`config.mk`:
```
export PLATFORM = sky130hd
export DESIGN_NAME = biriscv_mulf
export DESIGN_NICKNAME = d
export VERILOG_FILES = /design/src/rtl/biriscv_mulf_pkg.sv /design/src/rtl/biriscv_mulf_step.sv /design/src/rtl/biriscv_mulf.sv
export SDC_FILE = /design/constraint.sdc
export NUM_CORES = 1
export LEC_CHECK = 0
export ABC_AREA = 0
export CORE_UTILIZATION = 55
export CTS_CLUSTER_SIZE = 14
export DETAILED_ROUTE_END_ITERATION = 8
export PLACE_DENSITY = 0.76
export SLEW_MARGIN = 0
export SYNTH_ARGS = -nofsm -noshare
export SYNTH_HDL_FRONTEND = slang
export SYNTH_SLANG_ARGS = --single-unit
```
`constraint.sdc`:
```
create_clock -name clk_i -period 7.6 [get_ports clk_i]
set_input_delay 1.9 -clock clk_i [delete_from_list [all_inputs] [get_ports clk_i]]
set_output_delay 1.9 -clock clk_i [all_outputs]
set_load 0.03 [all_outputs]
```
`src/rtl/biriscv_mulf_pkg.sv`:
```
// Shared encodings for the iterative RV32M multiplier: instruction match values,
// operation selectors and FSM state encodings.
package biriscv_mulf_pkg;

  // Full match values and masks for the four multiply instructions.
  localparam logic [31:0] InstMul       = 32'h0200_0033;
  localparam logic [31:0] InstMulMask   = 32'hfe00_707f;
  localparam logic [31:0] InstMulh      = 32'h0200_1033;
  localparam logic [31:0] InstMulhMask  = 32'hfe00_707f;
  localparam logic [31:0] InstMulhsu    = 32'h0200_2033;
  localparam logic [31:0] InstMulhsuMask = 32'hfe00_707f;
  localparam logic [31:0] InstMulhu     = 32'h0200_3033;
  localparam logic [31:0] InstMulhuMask = 32'hfe00_707f;

  // Group match: OP opcode, funct7=0000001, funct3[2]=0 (excludes DIV/REM).
  localparam logic [31:0] InstMulGroup     = 32'h0200_0033;
  localparam logic [31:0] InstMulGroupMask = 32'hfe00_407f;

  typedef enum logic [1:0] {
    OpMul    = 2'b00,
    OpMulh   = 2'b01,
    OpMulhsu = 2'b10,
    OpMulhu  = 2'b11
  } mul_op_e;

  typedef enum logic [1:0] {
    StIdle = 2'b00,
    StRun  = 2'b01,
    StFin  = 2'b10,
    StDone = 2'b11
  } mulf_state_e;

  // rs1 is treated as signed for everything except MULHU.
  function automatic logic op_a_signed(input mul_op_e op);
    return op != OpMulhu;
  endfunction

  // rs2 is treated as signed only for MUL and MULH.
  function automatic logic op_b_signed(input mul_op_e op);
    return (op == OpMul) || (op == OpMulh);
  endfunction

endpackage

```
`src/rtl/biriscv_mulf_step.sv`:
```
// Combinational partial-product step: adds the multiplicand, weighted by each of the
// low multiplier bits presented this cycle, into the 64-bit accumulator.
module biriscv_mulf_step #(
  parameter int unsigned MUL_BITS_PER_CYCLE = 2
) (
  input  logic [63:0]                   acc_i,
  input  logic [63:0]                   mcand_i,
  input  logic [MUL_BITS_PER_CYCLE-1:0] bits_i,
  output logic [63:0]                   acc_o
);

  // Unsigned shift-add over the multiplier bits retired this cycle.
  always_comb begin
    acc_o = acc_i;
    for (int unsigned i = 0; i < MUL_BITS_PER_CYCLE; i++) begin
      if (bits_i[i]) begin
        acc_o = acc_o + (mcand_i << i);
      end
    end
  end

endmodule

```
`src/rtl/biriscv_mulf.sv`:
```
// Iterative multi-cycle RV32M multiplier (MUL/MULH/MULHSU/MULHU). Operands are reduced
// to magnitudes on accept, multiplied unsigned over Iter RUN cycles, then sign-corrected
// and registered in FIN; DONE presents the result for one cycle.
module biriscv_mulf
  import biriscv_mulf_pkg::*;
#(
  parameter int unsigned MUL_BITS_PER_CYCLE = 2
) (
  input  logic        clk_i,
  input  logic        rst_ni,
  input  logic        opcode_valid_i,
  input  logic [31:0] opcode_opcode_i,
  input  logic [4:0]  opcode_rd_idx_i,
  input  logic [31:0] opcode_ra_operand_i,
  input  logic [31:0] opcode_rb_operand_i,
  input  logic        hold_i,
  input  logic        flush_i,
  output logic        mulf_accept_o,
  output logic        mulf_busy_o,
  output logic        mulf_complete_o,
  output logic [31:0] mulf_result_o,
  output logic [4:0]  mulf_rd_idx_o
);

  localparam int unsigned Iter = 32 / MUL_BITS_PER_CYCLE;
  localparam int unsigned CntW = $clog2(Iter);
  localparam logic [CntW-1:0] LastCnt = CntW'(Iter - 1);

  mulf_state_e     state_q, state_d;
  logic [CntW-1:0] count_q, count_d;
  logic [63:0]     acc_q, acc_d;
  logic [63:0]     mcand_q, mcand_d;
  logic [31:0]     mplier_q, mplier_d;
  logic            sign_neg_q, sign_neg_d;
  mul_op_e         op_q, op_d;
  logic [4:0]      rd_pend_q, rd_pend_d;
  logic [31:0]     result_q, result_d;
  logic [4:0]      rd_q, rd_d;

  logic            is_mul;
  mul_op_e         op_in;
  logic            a_neg, b_neg;
  logic [31:0]     a_mag, b_mag;
  logic [63:0]     step_acc;
  logic [63:0]     product;

  // Instruction decode and operand magnitude extraction for the issue slot.
  always_comb begin
    is_mul = (opcode_opcode_i & InstMulGroupMask) == InstMulGroup;
    op_in  = mul_op_e'(opcode_opcode_i[13:12]);
    a_neg  = op_a_signed(op_in) & opcode_ra_operand_i[31];
    b_neg  = op_b_signed(op_in) & opcode_rb_operand_i[31];
    // 0x80000000 negates to itself, which is the correct unsigned magnitude.
    a_mag  = a_neg ? (~opcode_ra_operand_i + 32'd1) : opcode_ra_operand_i;
    b_mag  = b_neg ? (~opcode_rb_operand_i + 32'd1) : opcode_rb_operand_i;
    mulf_accept_o = opcode_valid_i & is_mul & ~hold_i & ~flush_i &
                    ((state_q == StIdle) || (state_q == StDone));
  end

  biriscv_mulf_step #(
    .MUL_BITS_PER_CYCLE(MUL_BITS_PER_CYCLE)
  ) u_step (
    .acc_i  (acc_q),
    .mcand_i(mcand_q),
    .bits_i (mplier_q[MUL_BITS_PER_CYCLE-1:0]),
    .acc_o  (step_acc)
  );

  // Sign-corrected final product, consumed only in FIN.
  always_comb begin
    product = sign_neg_q ? (~acc_q + 64'd1) : acc_q;
  end

  // Next-state: flush beats hold; hold freezes everything.
  always_comb begin
    state_d    = state_q;
    count_d    = count_q;
    acc_d      = acc_q;
    mcand_d    = mcand_q;
    mplier_d   = mplier_q;
    sign_neg_d = sign_neg_q;
    op_d       = op_q;
    rd_pend_d  = rd_pend_q;
    result_d   = result_q;
    rd_d       = rd_q;

    if (flush_i) begin
      state_d = StIdle;
    end else if (!hold_i) begin
      unique case (state_q)
        StIdle, StDone: begin
          state_d = StIdle;
          if (mulf_accept_o) begin
            state_d    = StRun;
            count_d    = '0;
            acc_d      = '0;
            mcand_d    = {32'd0, a_mag};
            mplier_d   = b_mag;
            sign_neg_d = a_neg ^ b_neg;
            op_d       = op_in;
            rd_pend_d  = opcode_rd_idx_i;
          end
        end
        StRun: begin
          acc_d    = step_acc;
          mcand_d  = mcand_q << MUL_BITS_PER_CYCLE;
          mplier_d = mplier_q >> MUL_BITS_PER_CYCLE;
          count_d  = count_q + 1'b1;
          if (count_q == LastCnt) begin
            state_d = StFin;
          end
        end
        StFin: begin
          result_d = (op_q == OpMul) ? product[31:0] : product[63:32];
          rd_d     = rd_pend_q;
          state_d  = StDone;
        end
        default: state_d = StIdle;
      endcase
    end
  end

  // State and datapath registers.
  always_ff @(posedge clk_i or negedge rst_ni) begin
    if (!rst_ni) begin
      state_q    <= StIdle;
      count_q    <= '0;
      acc_q      <= '0;
      mcand_q    <= '0;
      mplier_q   <= '0;
      sign_neg_q <= 1'b0;
      op_q       <= OpMul;
      rd_pend_q  <= '0;
      result_q   <= '0;
      rd_q       <= '0;
    end else begin
      state_q    <= state_d;
      count_q    <= count_d;
      acc_q      <= acc_d;
      mcand_q    <= mcand_d;
      mplier_q   <= mplier_d;
      sign_neg_q <= sign_neg_d;
      op_q       <= op_d;
      rd_pend_q  <= rd_pend_d;
      result_q   <= result_d;
      rd_q       <= rd_d;
    end
  end

  // Status and result outputs.
  always_comb begin
    mulf_busy_o     = (state_q == StRun) || (state_q == StFin);
    mulf_complete_o = (state_q == StDone);
    mulf_result_o   = result_q;
    mulf_rd_idx_o   = rd_q;
  end

endmodule

```
==> metrics list, run 1 <==
- The synthesized design contains 211 register bits.
* Detailed placer's ending HPWL: 49.8 mm
- CP startpoint: mcand_q[2]$_DFFE_PN0P_
* Via count of the first global-routing pass: 18916
- Clock tree from TritonCTS: yes
* Sequential cell area in the final layout: approximately 5300 um^2
* Vias post-DR: roughly 20000
- Main synth FF type: sky130_fd_sc_hd__dfrtp_1
* Clk Tree Root Cell: sky130_fd_sc_hd__clkbuf_16
* Final Skew: 0.0268 ns
* DRT Pass-1 Iters: 8
- Shortest period the worst path allows: 6.49 ns
- Via/cell ratio: around 6.5
- Clock tree sinks: about 210
* Syn Nets: around 2800
* Number of filler cells placed in the layout: approximately 3200
- Number of buffers inserted by hold repair at cts: 0
- The count of endpoints failing hold in the final timing report came to 0.
- The first global-routing pass estimated a little over 100 mm of wire.
- Critical path type: flip-flop to flip-flop
- The number of antenna violations at the first check in global routing is 0.
- 0 antenna diodes ended up in the layout.
* DIE HEIGHT: between 150 and 200 um
* Max Fanout on Critical Path: 4
- Mean routed wirelength per cell: roughly 22 um
- Die area: 36700 um^2
- Final setup violation count: 0
* Net switching power: 1.21 mW
- In this run the number of H-tree levels came out at 1.
- STA puts the critical path data arrival time at 6.94 ns.
- For this design the ratio of total power to cell area is 161 nW/um^2.
- Cells after synthesis: 2521
- Post-synthesis instance area: 19700 um^2
- DR iter-0 viols: ~1700
- Max-cap violations in this run came to 0.
- In this run, the clock network consumes about two fifths of the power.
* GRT Util Overall: 36.2%
* RSZ-0062 raised after global routing: no
- FFs w/ async S/R, synth: 100%
- Overflow left after global routing: 0
* Portion of the post-synthesis area used by sequential elements: 26.7%
* RePlAce Congestion: 1.04
- Clock-pin slew was measured on the worst setup and hold paths at 0.06 ns.
- STA puts the critical path data required time at 8.05 ns.
- Post-detailed-route count of antenna-violating nets: 0
* Worst rel slew slack: between 10 and 15%
* Count of unique library cells instantiated by Yosys: between 60 and 70
* Total DRC errors in the routed layout: 0
- Post-CTS Setup Bufs: 0
- Area taken by multi-input logic gates: ~14000 um^2
* Part of the power in registers: roughly 37%
- Leaving out fill and tap cells, the most frequent cell in the layout is sky130_fd_sc_hd__nand2_1.
* Reg-to-Reg Start: mcand_q[2]$_DFFE_PN0P_
- The floorplan has 69 rows.
* Total count of max-transition violations in the final report: 0
* Tightest Pin Transition: ~1.3 ns
- Starting density of the core: 55.7%
- The library cells used most frequently in the layout, excluding fill and tap cells, are sky130_fd_sc_hd__nand2_1 (354), sky130_fd_sc_hd__o21ai_0 (251), sky130_fd_sc_hd__a21oi_1 (226).
- After clock tree synthesis, the repair step resized 0 gates.
- Share of cells above drive strength 1: slightly below 7%
- STA classifies the critical path startpoint as a flip-flop.
- After synthesis, the mean cell area works out to 7.83 um^2.
* Largest net degree at the start of global routing: 120
- In this run switching power makes up 33.6% of total power.
- Boundary Pins: 146
* Endpoint type of the worst setup path: flip-flop
* Path category of the worst min-delay check: flip-flop to flip-flop
* Final worst path period share: a little under nine tenths
- Area inside the core boundary: 35500 um^2
* Cts bufs inserted: 27
- In this run the deepest clock path goes through 3 buffers.
- Highest clock frequency the design can meet: 0.154 GHz
- The area growth from synthesis to layout is 12.9%.
* Leakage dissipation: 10.1 nW
- Logic gate share of total power: 23.8%
* Routed wire length: 65.9 mm
- The flow ran to the end, and the final reports show no timing, DRC or antenna violations.
- Yosys printed 0 warnings.
* Clock latency on the worst-skew pair: 0.59 ns
- Total Power: 3.59 mW
- In this run the horizontal extent of the chip is 191 um.
- The worst-case IR drop observed on VDD is around 0.21 mV.
- Number of flops mapped to enable cells by yosys: 0
- Nets: about 2800
- Cell internal pwr: between 2 and 2.5 mW
- The count of buffers added on input and output ports is 130.
- In this run the most critical hold path is launched from mulf_result_o[19]$_DFFE_PN0P_.
- Summed over all failing endpoints, the final setup total negative slack is 0 ns.
-- critical path, stage by stage (launching register included) --
cell and delay, ns:
sky130_fd_sc_hd__dfrtp_1 0.55, sky130_fd_sc_hd__ha_1 0.35, sky130_fd_sc_hd__nor2b_1 0.17, sky130_fd_sc_hd__o2111ai_1 0.27, sky130_fd_sc_hd__a21oi_1 0.14, sky130_fd_sc_hd__o21ai_0 0.37
sky130_fd_sc_hd__nand2_1 0.20, sky130_fd_sc_hd__a21boi_0 0.34, sky130_fd_sc_hd__o21ai_0 0.24, sky130_fd_sc_hd__xor2_1 0.20, sky130_fd_sc_hd__mux2_2 0.30, sky130_fd_sc_hd__ha_1 0.35
sky130_fd_sc_hd__nand2_1 0.13, sky130_fd_sc_hd__nor3_1 0.38, sky130_fd_sc_hd__nand4_1 0.22, sky130_fd_sc_hd__a2111oi_0 0.63, sky130_fd_sc_hd__nor3_1 0.15, sky130_fd_sc_hd__buf_4 0.20
sky130_fd_sc_hd__o21ai_0 0.16, sky130_fd_sc_hd__buf_4 0.16, sky130_fd_sc_hd__a21oi_1 0.13, sky130_fd_sc_hd__o21ai_0 0.24, sky130_fd_sc_hd__xnor2_1 0.15, sky130_fd_sc_hd__nor2_1 0.06
sky130_fd_sc_hd__a221o_1 0.27
-- cell usage after synthesis, drive strengths merged (10+ instances only) --
cell type	instances	share of area, %
nand2	355	6.7
o21ai	253	6.4
a21oi	226	5.7
dfrtp	211	27
nor2	170	3.2
ha	139	8.8
clkbuf	130	2.5
xor2	117	5.2
xnor2	111	4.9
nand3	83	2.1
a21o	74	2.8
mux2	68	3.9
inv	48	0.91
nor3	41	1.1
o31ai	35	1.4
nand4	34	1.1
a22oi	30	1.1
or3	25	0.84
and3	23	0.73
nor2b	23	0.73
o211ai	23	0.87
a221o	20	1.0
or4	20	0.84
o21bai	19	0.72
o41ai	19	0.84
o21a	18	0.68
a31oi	16	0.51
buf	16	0.31
mux2i	15	0.76
o221ai	15	0.70
nand2b	14	0.44
o22ai	14	0.44
nor4	13	0.41
a211oi	10	0.38
-- metrics by stage --
step                std cells  area [um^2]  utilization [%]  worst slack (ns)  hold slack, ns
CTS                      3045        22300             62.9              1.28           0.484
finish                   3045        22300             62.9              1.11           0.475
detailed placement       2995        21300             60.2              1.33           0.469
global route             3045        22300             62.9             0.692           0.498
floorplan                2521        19700                -              2.31           0.446
global placement         2995        21300             60.2              1.40           0.461
-- area by class of cell --
class | count | share of cell area, %
clock buffers | 34 | 3.33
clock inverters | 16 | 0.970
inverters | 48 | 0.808
multi-input cells | 2116 | 61.7
flip-flops and latches | 211 | 23.7
well taps | 461 | 2.59
repair buffers | 159 | 6.89
-- cell families after synthesis --
group,Yosys count,synth area share [%]
compound gates,834,26.5
simple gates,830,19.3
xor+xnor,228,10.1
flops,211,26.7
buf+inv,194,3.69
fa+ha+maj,141,9.01
mux,83,4.64
-- metal layers --
metal | part of all wire [%] | track usage (%) | vias up
met5 | 0 | 0 | -
met4 | 3.6 | 12.4 | 0
met3 | 9.0 | 8.15 | 138
met2 | 44 | 56.6 | 837
met1 | 43 | 48.8 | 9390
li1 | - | - | 9310
-- power by group through the flow --
stage	clock, mW	combinational, mW	sequential [mW]
final	1.40	0.855	1.33
after global routing	1.45	0.941	1.34
after CTS	1.42	0.842	1.33
after detailed placement	0	0.837	1.34
after global placement	0	0.817	1.34
after floorplan	0	0.591	1.29
-- flip-flops by register name, indices dropped and copies added, names as in the netlist, 4 cells and up --
name,cells
acc_q,64
count_q,4
mcand_q,64
mplier_q,32
mulf_rd_idx_o,5
mulf_result_o,32
rd_pend_q,5
-- final timing paths --
path                                                  to  slack (ns)  cells past startpoint
min in group asynchronous           acc_q[4]$_DFFE_PN0P_        1.30                      1
min                        mulf_result_o[19]$_DFFE_PN0P_        0.47                      2
max                                acc_q[62]$_DFFE_PN0P_        1.11                     24
max reg2reg                        acc_q[62]$_DFFE_PN0P_        1.11                     24
max in group asynchronous        mplier_q[0]$_DFFE_PN0P_        5.09                      2
min reg2reg                mulf_result_o[19]$_DFFE_PN0P_        0.47                      2
No activity file was read; power rests on OpenSTA's default activity.
==> run 2: changes to the inputs <==
PLACE_DENSITY = 0.75   (was 0.76)
RECOVER_POWER = 50   (was unset)
SYNTH_HIERARCHICAL = 1   (was unset)
==> run 2 against run 1 <==
  * The flow now finishes with violations (capacitance limit, slew limit)
  * Non-clock buffer count stayed put
  * Area after synthesis is 5.8% higher
  * Sequential power is 5% higher
  * Flip-flop and latch count stayed put
  * Total power is 9.2% higher
  * Core utilization is 0.53 points lower
  * Largest cell class unchanged
  * Highest routed layer is now met5
==> metrics list, run 2 <==
- Routability-driven placement finished with a final weighted congestion of 0.985.
* Net switching power: roughly 1.4 mW
* Worst reg2reg endpoint: acc_q[63]$_DFFE_PN0P_
- Via/cell ratio: 6.43
- Logic gate share of total power: between 30% and 40%
* Via count of the first global-routing pass: just under 20000
- Final setup violation count: 0
- Yosys attributes the largest share of cell area to sky130_fd_sc_hd__dfrtp_1 (25%), sky130_fd_sc_hd__ha_1 (8.4%), sky130_fd_sc_hd__nand2_1 (7.5%), sky130_fd_sc_hd__a21oi_1 (5.9%), sky130_fd_sc_hd__xnor2_1 (4.9%).
- The min-delay analysis places its worst path in the category flip-flop to flip-flop.
* IR drop worst, VDD: 0.231 mV
* Wire length of the first global-routing pass: 109 mm
- The number of max-slew violations in the final report is 141.
- The library cell used most frequently in the layout, excluding fill and tap cells, is sky130_fd_sc_hd__nand2_1.
- Entering global routing, the biggest net connects ~110 pins.
- Switching portion of total power: between 30% and 40%
* Clock tree from TritonCTS: yes
* Area share of the largest cell type after synthesis: about a quarter
- Tightest Pin Transition: 4.92 ns
* Syn Nets: 2979
* End-of-flow core utilization: 62.3%
- Number of buffers and inverters on the critical path: 2
- The HPWL after detailed placement is 52.6 mm.
- Clock skew on the completed layout was measured at between 0.02 and 0.03 ns.
- Detailed routing inserted a total of 21100 vias.
- The path with the worst hold slack has its endpoint at mulf_rd_idx_o[4]$_DFFE_PN0P_.
- Most repeated cell in the gate-level netlist after synthesis: sky130_fd_sc_hd__nand2_1
- Sequential elements use 25.3% of the synthesized area.
- The largest registers in the layout are acc_q (64), mcand_q (64).
- The initialized floorplan defines 71 standard-cell rows.
* Depth of the worst hold-timing path: 2
* CP startpoint: mcand_q[0]$_DFFE_PN0P_
- After synthesis, the share of flip-flops with an asynchronous set or reset is 100%.
* Portion of total power attributed to the clock network: 34.0%
- Post-synthesis instance area: 20900 um^2
- During synthesis, Yosys emitted a total of 6 warnings.
- The worst setup path is captured at a flip-flop.
* Final worst path period share: 87.6%
- RSZ-0062 raised after global routing: no
* Die area: 38800 um^2
- Data required time of the critical path: roughly 8.1 ns
- In the synthesized netlist the dominant register cell turns out to be sky130_fd_sc_hd__dfrtp_1.
- Area growth, synth to finish: 11.8%
* Cts bufs inserted: 26
* Total Negative Setup Slacks: 0 ns
* Overflow left after global routing: 0
- Total DRC errors in the routed layout: 0
- In this run the number of H-tree levels came out at 1.
- Starting density of the core: 55.8%
* Critical path type: flip-flop to flip-flop
* Worst-path cell with the longest stage delay: sky130_fd_sc_hd__dfrtp_1
- Mean routed wirelength per cell: 21.1 um
- Subtracting the final worst setup slack from the clock period gives 6.66 ns.
- Power comes to 3.92 mW.
- Routed wire length: 69.1 mm
* Dominant cell type by area after synthesis: sky130_fd_sc_hd__dfrtp_1
- Clock transition at path regs: around 0.06 ns
- STA classifies the critical path startpoint as a flip-flop.
* DRT Pass-1 Iters: 6
- After floorplanning, the core was sized to cover 37500 um^2.
- Summed over all cells, the static leakage comes to about 11 nW.
- Reg-to-Reg Start: mcand_q[0]$_DFFE_PN0P_
* Startpoint of the worst hold path: rd_pend_q[4]$_DFFE_PN0P_
* Part of the power in registers: 35.6%
* Maximum buffer depth of the clock tree: 3
- Top library cells by usage in the layout, fill and taps aside: sky130_fd_sc_hd__nand2_1 (415), sky130_fd_sc_hd__a21oi_1 (247), sky130_fd_sc_hd__dfrtp_1 (209)
* Post-CTS Setup Bufs: 0
- Internal power comes to about 2.5 mW.
* Boundary Pins: around 150
* Count of buffers inserted at the top-level ports: 130
* Clk Tree Root Cell: sky130_fd_sc_hd__clkbuf_16
- The run finished, with violations left.
- Number of antenna violations at the first check in global routing: 3
- The number of hold buffers added after CTS was 0.
* Clock tree sinks: 211
- Crit path max-delay family: compound AO/OA/AOI/OAI gates
- The checks that failed: capacitance limit, slew limit.
- In this run the remaining antenna-violating nets after routing total 0.
- Number of instances resized during post-cts repair: 0
- Highest clock frequency the design can meet: approximately 0.15 GHz
- DIE HEIGHT: 197 um
- Share of cells above drive strength 1: 7.29%
- Hold Worst Slack: 0.467 ns
- Dividing total power by cell area gives a power density of 168 nW/um^2.
- Worst rel slew slack: -228%
* Count of unique library cells instantiated by Yosys: 91
- Number of flops mapped to enable cells by yosys: 0
- By count the netlist is led by sky130_fd_sc_hd__nand2_1 (415), sky130_fd_sc_hd__a21oi_1 (247), sky130_fd_sc_hd__dfrtp_1 (211), sky130_fd_sc_hd__o21ai_0 (193), sky130_fd_sc_hd__nor2_1 (173).
- At the later pin of the worst-skew pair, clock insertion delay measures 0.58 ns.
- The number of cells on the worst reg-to-reg path is 29.
- In this design, the stage delay of the slowest critical-path cell is between 0.4 and 0.5 ns.
- Along the worst path, the maximum fanout reaches 8.
- The tool flagged a number of max-cap violations equal to 2.
- A synthesized cell averages between 7 and 8 um^2.
- Counting every instance in the synthesized netlist gives about 2700.
- Reg-to-reg setup timing slack: around 0.94 ns
- Nets: around 3000
- In this run the horizontal extent of the chip is 197 um.
* Critical path data arrival time: 7.16 ns
- Number of flip-flops and latches in the synthesized netlist: between 200 and 250
* DR iter-0 viols: 1820
- Global routing used roughly a third of the available tracks across all layers.
- Count of final hold-check violations: 0
-- run 2: cell types whose count changed in the layout (fill, tap and decap cells not counted), moves of 12 or more --
cell,before,now
sky130_fd_sc_hd__xor2_1,117,92
sky130_fd_sc_hd__a22oi_1,30,9
sky130_fd_sc_hd__nand4_1,34,54
sky130_fd_sc_hd__nor3_1,38,50
sky130_fd_sc_hd__or4_1,16,31
sky130_fd_sc_hd__nand3_1,83,141
sky130_fd_sc_hd__nand2b_1,14,28
sky130_fd_sc_hd__o21ai_0,251,194
sky130_fd_sc_hd__a21oi_1,226,247
sky130_fd_sc_hd__o221ai_1,14,2
sky130_fd_sc_hd__a21o_1,74,89
sky130_fd_sc_hd__nand2_1,354,415
-- run 2: power by group through the flow --
stage / Combinational [mW] / Sequential [mW] / Clock [mW]
6_report: 1.19 / 1.39 / 1.33
5_1_grt: 1.30 / 1.41 / 1.39
4_1_cts: 1.17 / 1.39 / 1.35
3_5_place_dp: 1.17 / 1.41 / 0
3_3_place_gp: 1.15 / 1.41 / 0
2_1_floorplan: 0.777 / 1.39 / 0
-- run 2: cell families (layout without fill, tap and decap cells) --
| kind of cell | Yosys count | in the layout | synth area share [%] |
|---|---|---|---|
| flip-flops | 211 | 211 | 25.3 |
| other | 0 | 1 | 0 |
| buffers and inverters | 223 | 265 | 4.18 |
| multiplexers | 94 | 94 | 4.94 |
| adder cells (fa/ha/maj) | 143 | 143 | 8.63 |
| AO/OA/AOI/OAI | 798 | 798 | 24.4 |
| AND/OR/NAND/NOR | 1051 | 1051 | 23.8 |
| XOR/XNOR | 210 | 210 | 8.80 |
-- run 2: metal layers --
layer / routed length, um / GRT usage (%) / share of wire (%) / vias up
li1: - / - / - / 9972
met1: 31200 / 49.1 / 45 / 10058
met2: 29100 / 52.8 / 42 / 899
met3: 6210 / 8.57 / 9.0 / 167
met4: 2580 / 12.7 / 3.7 / 4
met5: 27 / 0 / 0.039 / -
-- run 2: per-stage QoR --
| stage | cells | instance area [um^2] | setup WS (ns) |
|---|---|---|---|
| floorplan | 2730 | 20900 | 2.35 |
| detailed placement | 3235 | 22500 | 1.16 |
| global route | 3283 | 23400 | 0.545 |
| CTS | 3283 | 23400 | 1.12 |
| finish | 3284 | 23400 | 0.942 |
| global placement | 3235 | 22500 | 1.25 |
-- run 2: layout make-up --
type | instances | area, um^2
antenna | 1 | 2.50
clock buffer | 33 | 738
clock inverter | 15 | 171
fill | 3440 | 14100
inverter | 58 | 218
multi-input combinational | 2296 | 14800
sequential | 211 | 5280
tap | 511 | 639
timing repair buffer | 159 | 1530
-- run 2: worst max-delay path by stage --
stage / cells after the start / slack [ns] / to
finish: 29 / 0.94 / acc_q[63]$_DFFE_PN0P_
global route: 1 / 0.55 / acc_q[45]$_DFFE_PN0P_
CTS: 29 / 1.12 / acc_q[63]$_DFFE_PN0P_
detailed placement: 29 / 1.16 / acc_q[63]$_DFFE_PN0P_
global placement: 27 / 1.25 / acc_q[63]$_DFFE_PN0P_
floorplan: 25 / 2.35 / acc_q[58]$_DFFE_PN0P_
-- run 2: worst register-to-register path, delay by kind of cell, from the launching register on --
family	cells	cell delay (ns)
fa+ha+maj	3	0.89
compound gates	15	3.68
xor+xnor	3	0.57
simple gates	6	0.75
flops	1	0.46
buf+inv	2	0.25
